`src/rtl/bin_to_bcd_seq.sv`:
```
// rtl/bin_to_bcd_seq.sv - sequential shift-add-3 binary to 4-digit BCD converter
// Optional feature macro: BCD_SATURATE_EN (clamp out-of-range operands to 9999).
module bin_to_bcd_seq #(
  parameter int N_BITS = 14
) (
  input  logic              clock,
  input  logic              reset,
  input  logic [N_BITS-1:0] bin_in,
  input  logic              start,
  output logic [15:0]       bcd_out,
  output logic              busy,
  output logic              done,
  output logic              ovf
);

  typedef enum logic [1:0] {IDLE, CONV, DONE} state_t;

  localparam logic [3:0] LAST_STEP = 4'(N_BITS - 1);

  state_t            state;
  state_t            state_next;
  logic [N_BITS-1:0] operand;
  logic [15:0]       scratch;
  logic [15:0]       scratch_adj;
  logic [15:0]       result;
  logic [15:0]       bin_ext;
  logic [3:0]        cnt;
  logic              big;

  assign bin_ext = 16'(bin_in);
  assign busy    = (state != IDLE);

  always_ff @(posedge clock or negedge reset) begin
    if (!reset) begin
      state <= IDLE;
    end else begin
      state <= state_next;
    end
  end

  always_comb begin
    state_next = state;
    case (state)
      IDLE:    if (start) state_next = CONV;
      CONV:    if (cnt == LAST_STEP) state_next = DONE;
      DONE:    state_next = IDLE;
      default: state_next = IDLE;
    endcase
  end

  always_comb begin
    scratch_adj = scratch;
    for (int i = 0; i < 4; i++) begin
      if (scratch[4*i +: 4] >= 4'd5) begin
        scratch_adj[4*i +: 4] = scratch[4*i +: 4] + 4'd3;
      end
    end
  end

  // Without saturation, digits above the thousands fall off scratch[15].
  always_comb begin
    result = scratch;
`ifdef BCD_SATURATE_EN
    if (big) begin
      result = 16'h9999;
    end
`endif
  end

  always_ff @(posedge clock or negedge reset) begin
    if (!reset) begin
      operand <= '0;
      scratch <= '0;
      cnt     <= '0;
      big     <= 1'b0;
      bcd_out <= '0;
      ovf     <= 1'b0;
      done    <= 1'b0;
    end else begin
      done <= 1'b0;
      case (state)
        IDLE: begin
          if (start) begin
            operand <= bin_in;
            scratch <= '0;
            cnt     <= '0;
            big     <= (bin_ext > 16'd9999);
          end
        end
        CONV: begin
          {scratch, operand} <= {scratch_adj[14:0], operand, 1'b0};
          cnt                <= cnt + 4'd1;
        end
        DONE: begin
          bcd_out <= result;
          ovf     <= big;
          done    <= 1'b1;
        end
        default: ;
      endcase
    end
  end

endmodule

```
`config.mk`:
```
export PLATFORM = sky130hd
export DESIGN_NAME = bin_to_bcd_seq
export DESIGN_NICKNAME = d
export VERILOG_FILES = /design/src/rtl/bin_to_bcd_seq.sv
export SDC_FILE = /design/constraint.sdc
export NUM_CORES = 1
export LEC_CHECK = 0
export ABC_CLOCK_PERIOD_IN_PS = 2000
export BUFFER_PORTS_ARGS = -buffer_cell sky130_fd_sc_hd__buf_2
export CAP_MARGIN = 10
export CORE_ASPECT_RATIO = 0.5
export CORE_MARGIN = 1.5
export CORE_UTILIZATION = 50
export DETAILED_ROUTE_END_ITERATION = 10
export PLACE_DENSITY = 0.71
export SYNTH_ARGS = -nofsm -noshare
export SYNTH_HDL_FRONTEND = slang
export SYNTH_SLANG_ARGS = --single-unit
```
`constraint.sdc`:
```
create_clock -name clock -period 2 [get_ports clock]
set_clock_uncertainty 0.2 [all_clocks]
set_input_delay 0 -clock clock [delete_from_list [all_inputs] [get_ports clock]]
set_output_delay 0 -clock clock [all_outputs]
set_load 0.03 [all_outputs]
```
# Word-level counts from Yosys, hierarchy flattened
# Index checks and enable logic that the tools add are counted.
[word_totals] ff_bits=55 word_cells=43
[classes] n_addsub=5 magnitude_cmp=5 n_eq_ne=5 muxes=14 n_reduce_logical=6
[ops] operator="$pmux 16 s2" n=1
[ops] operator="$pmux 14 s2" n=1
[ops] operator="$ge 4x3->1 const B" n=4
[ops] operator="$mux 16" n=1
[ops] operator="$mux 4" n=4
[ops] operator="$gt 14x14->1 const B" n=1
[ops] operator="$mux 14" n=1
[ops] operator="$add 4x2->4 const B" n=3
[ops] operator="$pmux 4 s2" n=1
[ops] operator="$reduce_and 2->1" n=3
[ops] operator="$add 4x1->4 const B" n=1
[ops] operator="$eq 4x4->1 const B" n=1
[ops] operator="$mux 2" n=2
[ops] operator="$ne 2x2->1 const B" n=2
[ops] operator="$pmux 2 s2" n=1
[ops] operator="$reduce_bool 2->1" n=2
[ops] operator="$add 3x2->3 const B" n=1
[ops] operator="$mux 3" n=1
[ops] operator="$eq 2x1->1 const B" n=1
[ops] operator="$eq 2x2->1 const B" n=1
[ops] operator="$logic_not 2->1" n=1
[ops] operator="$mux 1" n=1

# Longest topological paths before layout
# Gate-level depths: netlist (run 1).
[depth] word_depth=3 mapped_depth=6

# Worst setup path before layout (run 1)
# Ideal clock, no wire load.
[synth_timing] path_kind="register -> register" start="register scratch[8] (netlist: result[8])" end="register scratch[9] (netlist: result[9])" arrival_time_ps=1184 t_required_ps=1666 setup_slack_ps=482 stages_incl_launch_ff=7 n_path_buf=0 period_less_slack_ps=1518 cell_sequence="dfrtp_1 > inv_1 > ha_1 > nand2b_1 > a21oi_1 > xnor2_1 > o21ai_0"
[synth_between] elab_chain_len=3 elab_cells_between_ends=4 classes_between="1 x add/sub; 1 x order compare; 2 x mux"
[synth_lines] element="start, declared" line="23" rtl="logic [15:0] scratch;"
[synth_lines] element="start signal, assigned" line="91" rtl="{scratch, operand} <= {scratch_adj[14:0], operand, 1'b0};"
[synth_lines] element="$add 4x2->4 / $ge 4x3->1 (equally long branches)" line="55, 54"
[synth_lines] element="$mux 4 (*)" line="54" rtl="if (scratch[4*i +: 4] >= 4'd5) begin"
[synth_lines] element="$pmux 16 s2 (*)" line="81" rtl="case (state)"
# Every way passes the cells marked *; elsewhere a longest branch is shown, timed or not.
# A chain may end at the register's enable or synchronous reset.

# Worst setup path after layout (run 1)
[layout_timing] start="register state[1]" end="output port busy"
[layout_between] elab_chain_len=1
[layout_lines] element="start, declared" line="20" rtl="state_t state;"
[layout_lines] element="start signal, assigned" line="37" rtl="state <= state_next;"
[layout_lines] element="$reduce_bool 2->1" line="31" rtl="assign busy = (state != IDLE);"
[layout_lines] element="end, declared" line="11" rtl="output logic busy,"
# Every way passes these cells.

==> results of run 1 <==
[critical path, cell delays in order (launching register included)]
cell and delay (ns):
dfrtp_1 0.58, buf_4 0.27, or2_2 0.27, buf_2 0.18
[worst paths after layout]
| path | from | to | slack [ns] |
|---|---|---|---|
| worst min register to register | bcd_out[13] | bcd_out[13] | 0.28 |
| worst min-delay path | bin_in[0] | operand[0] | 0.26 |
| worst max register to register | state[0] | operand[1] | 0.22 |
| min in group asynchronous | reset | result[7] | 0.54 |
| worst max-delay path | state[1] | busy | 0.18 |
| max in group asynchronous | reset | operand[8] | 0.42 |
[logic make-up (layout without fill, tap and decap cells)]
| logic type | count (synthesis) | count (layout) |
|---|---|---|
| fa+ha+maj | 10 | 10 |
| mux | 9 | 9 |
| xor+xnor | 7 | 7 |
| compound gates | 73 | 73 |
| buf+inv | 23 | 82 |
| simple gates | 76 | 76 |
| flops | 55 | 55 |
[stage by stage]
step | worst slack, ns | hold WS, ns | power, mW
2_1_floorplan | 0.482 | -0.496 | 3.08
3_3_place_gp | 0.278 | -0.233 | 3.50
3_5_place_dp | 0.259 | -0.221 | 3.59
4_1_cts | 0.182 | 0.218 | 4.23
5_1_grt | 0.0685 | 0.263 | 4.53
6_report | 0.184 | 0.255 | 4.21
[state kept, by name (all words and copies together), names as in the netlist]
name	flops
done	1
cnt	4
operand	14
state	2
result	16
big	1
bcd_out	16
ovf	1
[area by class of cell]
type | instances | area, um^2 | area share (%)
flip-flops and latches | 55 | 1380 | 43.4
clock buffers | 6 | 72.6 | 2.29
repair buffers | 64 | 465 | 14.7
clock inverters | 2 | 12.5 | 0.394
well taps | 70 | 87.6 | 2.76
inverters | 10 | 37.5 | 1.18
multi-input cells | 175 | 1120 | 35.3
[per-layer routing]
layer  up-vias  routed length (um)  GRT usage [%]
met5         -                   0              0
met3         5                 289           5.24
li1        993                   -              -
met1       948                2790           28.2
met2        56                2180           32.0
met4         0                  51           8.33
[placed cells by master, fill, tap and decap left out, types with 2 or more instances in the layout]
| cell type | n |
|---|---|
| inv_1 | 10 |
| nor2b_1 | 5 |
| a22oi_1 | 11 |
| nand3_1 | 6 |
| clkbuf_8 | 5 |
| o21ai_0 | 36 |
| xnor2_1 | 4 |
| dlygate4sd3_1 | 19 |
| and2b_1 | 3 |
| a22o_1 | 6 |
| and3b_1 | 2 |
| buf_12 | 2 |
| nor2_1 | 6 |
| o311ai_0 | 5 |
| ha_1 | 10 |
| a21oi_1 | 11 |
| nand2_1 | 41 |
| buf_4 | 8 |
| mux2_2 | 6 |
| dfrtp_1 | 55 |
| o31ai_1 | 2 |
| mux2_4 | 3 |
| xor2_1 | 3 |
| buf_2 | 35 |
| nand2b_1 | 6 |
[power by group through the flow]
stage | clock network (mW) | registers [mW] | logic (mW)
finish | 0.616 | 1.87 | 1.72
floorplan | 0 | 1.99 | 1.09
CTS | 0.634 | 1.87 | 1.73
detailed placement | 0 | 1.88 | 1.70
global placement | 0 | 1.86 | 1.64
global route | 0.675 | 1.93 | 1.93
[repair_timing]
item                                   4_1_cts  5_1_grt
endpoints found under the hold margin       70        0
gates resized for setup                      0        0
hold buffers                                19        0
==> flow_summary.ini, run 1 <==
[status]
outcome = completed

[clock_tree]
cts_tree = yes
cts_max_path_buffers = 2
cts_root_buf = clkbuf_8
numCtsBuffers = 5
cts.clk_slew.worst_paths_ns = 0.09
clk_latency_ns = 0.32
cts.htree.levels = 2
clock-sinks = 55
post-cts-setup-buffers = 0

[synth]
synth_cell_type_count = 33
synth_nets = 280
syn_avg_cell_area_um2 = 10.4
synth_simple_gate_area_share_pct = 14.0
synth-xor-area-share_pct = 2.33
syn_inst = 253
syn-cell-area_um2 = 2630
synth.top_cell.area_share_pct = 52.3
ys_top_cells_by_area = dfrtp_1 (52%), o21ai_0 (6.9%), nand2_1 (5.9%), ha_1 (4.8%), a22oi_1 (3.1%)
yosysMostFrequentCell = dfrtp_1
synthTopCellsByCount = dfrtp_1 (55), nand2_1 (41), o21ai_0 (36)
synth-main-ff-cell = dfrtp_1
synthMuxAreaShare_pct = 4.28
ys_async_sr_fraction_pct = 100
yosysTopAreaCell = dfrtp_1
synth_warnings = 0
synth_compound_area_share_pct = 17.2
yosysSeqAreaShare_pct = 52.3
ys_ff_latch = 55
synth_adder_area_share_pct = 4.76
synth_top_family_by_area = compound AO/OA/AOI/OAI gates
synth_edf_count = 0

[pwr]
power.density_nw_per_um2 = 1330
p_int_mw = 2.51
power.share.sequential_pct = 44.5
pwr-share-comb_pct = 40.9
peakVddDrop_mv = 0.505
switching_share_pct = 40.4
p_leak_nw = 1.53
p_sw_mw = 1.70
power.share.clock_pct = 14.6

[layout]
fin_cells = 382
final_core_util_pct = 63.4
insertedDiodeCount = 0
nets = 338
stdcell_area_um2 = 3170
syn_to_final_growth_pct = 20.6
fillers = 433
drive_gt1_share_pct = 20.5

[timing]
tightest_slew_ns = 0.823
rsz0062_at_grt = false
hold_viol = 0
slew_headroom_pct = 45.0
slew_violations = 0
max_clock_freq_ghz = 0.551
min_period_over_period_pct = 90.8
final.setup.tns_ns = 0
setup_viol = 0
fin_crit_ns = 1.82

[global_routing]
grt_pass1_wl_mm = 8.90
grt_pass1_vias = 1917
antenna_found_initial = 0
track_usage_pct = 20.5
grt_max_degree = 27
grt-ovfl-total = 0

[floorplanning]
start_util_pct = 52.6
die_h_um = 54.3
ios = 36
dieArea_um2 = 5730
num_rows = 18
dieWidth_um = 106
fp.coreArea_um2 = 5000

[placement]
dpl_cell_area_um2 = 2900
io_buffers = 35
placed_cells = 355
gp_congestion = 0.827
dp_hpwl_mm = 3.68

[setup_path]
critPathKind = flip-flop to primary output
required_ns = 1.80
end_kind = primary output
crit_arrival_ns = 1.62
r2r_cells = 4
cp_max_fo = 15
start_kind = flip-flop

[route]
drc = 0
viasPerCell = 5.24
drt_iter0_drc = 89
wl_per_cell_um = 13.9
ant_nets = 0
drt_first_pass_iters = 4
vias = 2002
wl_mm = 5.32

[flow_run]
maxCapViolations = 0

[hold_path]
whs_path_depth = 3
hp-class = primary input to flip-flop
No activity file was read; power rests on OpenSTA's default activity.
==> run 2: changes to the inputs <==
ABC_CLOCK_PERIOD_IN_PS = 1800   (was 2000)
clock period = 1.8 ns   (was 2 ns; I/O delays follow)
==> flow_summary.ini, run 2 (synthesis results as in run 1) <==
[global_routing]
antenna_found_initial = 0
grt_pass1_vias = 1909
grt_pass1_wl_mm = 8.86
grt-ovfl-total = 0
track_usage_pct = 20.1
grt_max_degree = 49

[status]
outcome = completed

[route]
wl_mm = 5.26
drc = 0
ant_nets = 0
viasPerCell = 5.28
drt_first_pass_iters = 4
drt_iter0_drc = 99
wl_per_cell_um = 13.8
vias = 2008

[floorplanning]
dieArea_um2 = 5730
die_h_um = 54.3
ios = 36
dieWidth_um = 106
start_util_pct = 52.6
num_rows = 18
fp.coreArea_um2 = 5000

[layout]
fillers = 426
mostFrequentLayoutCells = dfrtp_1 (55), nand2_1 (41), o21ai_0 (36)
nets = 336
syn_to_final_growth_pct = 19.9
final_common_cell = dfrtp_1
drive_gt1_share_pct = 21.6
final_core_util_pct = 63.1
insertedDiodeCount = 0
fin_cells = 380

[clock_tree]
clk_latency_ns = 0.31
cts.clk_slew.worst_paths_ns = 0.09
clock-sinks = 55
post-cts-setup-buffers = 0
numCtsBuffers = 5
cts_root_buf = clkbuf_8
cts.htree.levels = 2
cts_tree = yes
cts_max_path_buffers = 2

[pwr]
p_leak_nw = 1.52
power.share.clock_pct = 14.4
peakVddDrop_mv = 0.553
p_sw_mw = 1.91
pwr-share-comb_pct = 41.3
switching_share_pct = 40.7
power.density_nw_per_um2 = 1480
p_int_mw = 2.78
power_mw = 4.68
power.share.sequential_pct = 44.3

[timing]
slew_headroom_pct = 53.1
rsz0062_at_grt = false
setup_viol = 0
final.setup.tns_ns = 0
min_period_over_period_pct = 96.0
fin_crit_ns = 1.73
hold_viol = 0
tightest_slew_ns = 0.702
slew_violations = 0
max_clock_freq_ghz = 0.579

[placement]
placed_cells = 354
gp_congestion = 0.831
io_buffers = 35
dp_hpwl_mm = 3.47

[setup_path]
critPathKind = flip-flop to primary output
start_kind = flip-flop
required_ns = 1.60
cp_max_fo = 13
crit_arrival_ns = 1.53
end_kind = primary output

[flow_run]
maxCapViolations = 0

[hold_path]
hp-class = primary input to asynchronous set/reset pin
==> run 2: cell count changes in the layout (fill, tap and decap cells not counted) <==
| cell | change |
|---|---|
| a21oi_1 | -2 |
| a21oi_2 | +2 |
| buf_12 | -1 |
| clkbuf_1 | -1 |
| clkinvlp_4 | +1 |
| dlygate4sd3_1 | -2 |
| o21bai_2 | +1 |
==> run 2: power by group through the flow <==
stage,logic [mW],registers [mW],clock network (mW)
2_1_floorplan,1.21,2.21,0
3_3_place_gp,1.81,2.06,0
3_5_place_dp,1.88,2.09,0
4_1_cts,1.91,2.06,0.696
5_1_grt,2.18,2.15,0.737
6_report,1.93,2.07,0.674
==> run 2: cell type report <==
type | count | area, um^2 | share of cell area [%]
sequential | 55 | 1380 | 43.6
multi-input combinational | 176 | 1140 | 36.1
timing repair buffer | 61 | 425 | 13.5
tap | 70 | 87.6 | 2.78
clock buffer | 5 | 68.8 | 2.18
inverter | 10 | 37.5 | 1.19
clock inverter | 3 | 20.0 | 0.635
==> run 2: worst max-delay path: stages, from the launching register on <==
cell and delay, ns:
dfrtp_1 0.53, buf_4 0.25, or2_2 0.27, buf_2 0.18
==> run 2: through the flow <==
stage / cell area [um^2] / hold slack, ns / setup slack [ns]
after global placement: 2880 / -0.341 / 0.158
after detailed placement: 2880 / -0.333 / 0.118
after global routing: 3150 / 0.0621 / 0.00446
final: 3150 / 0.00825 / 0.0716
after CTS: 3140 / 0.0258 / 0.0818
after floorplan: 2630 / -0.496 / 0.282
==> run 2: worst paths after layout <==
check                      cells after the start  slack (ns)           to         from
hold reg to reg                                2        0.28  bcd_out[13]  bcd_out[13]
setup reg to reg                               6        0.15    result[1]    result[1]
max in group asynchronous                      3        0.66   operand[1]        reset
setup / recovery                               3        0.07         busy     state[1]
hold / removal                                 3       0.008       cnt[1]        reset
min in group clock                             3        0.26   operand[0]    bin_in[0]
==> run 2: repair_timing <==
action	4_1_cts	5_1_grt
setup endpoints to repair	0	5
hold endpoints to repair	70	0
hold buffers	17	0
resized for setup	0	2
==> run 2: routing by layer <==
metal  wire length, um  up-vias  global-route usage, %
li1                  -      994                      -
met1              2670      957                   27.3
met2              2300       50                   33.1
met3               248        7                   4.76
met4                47        0                   6.08
met5                 0        -                      0
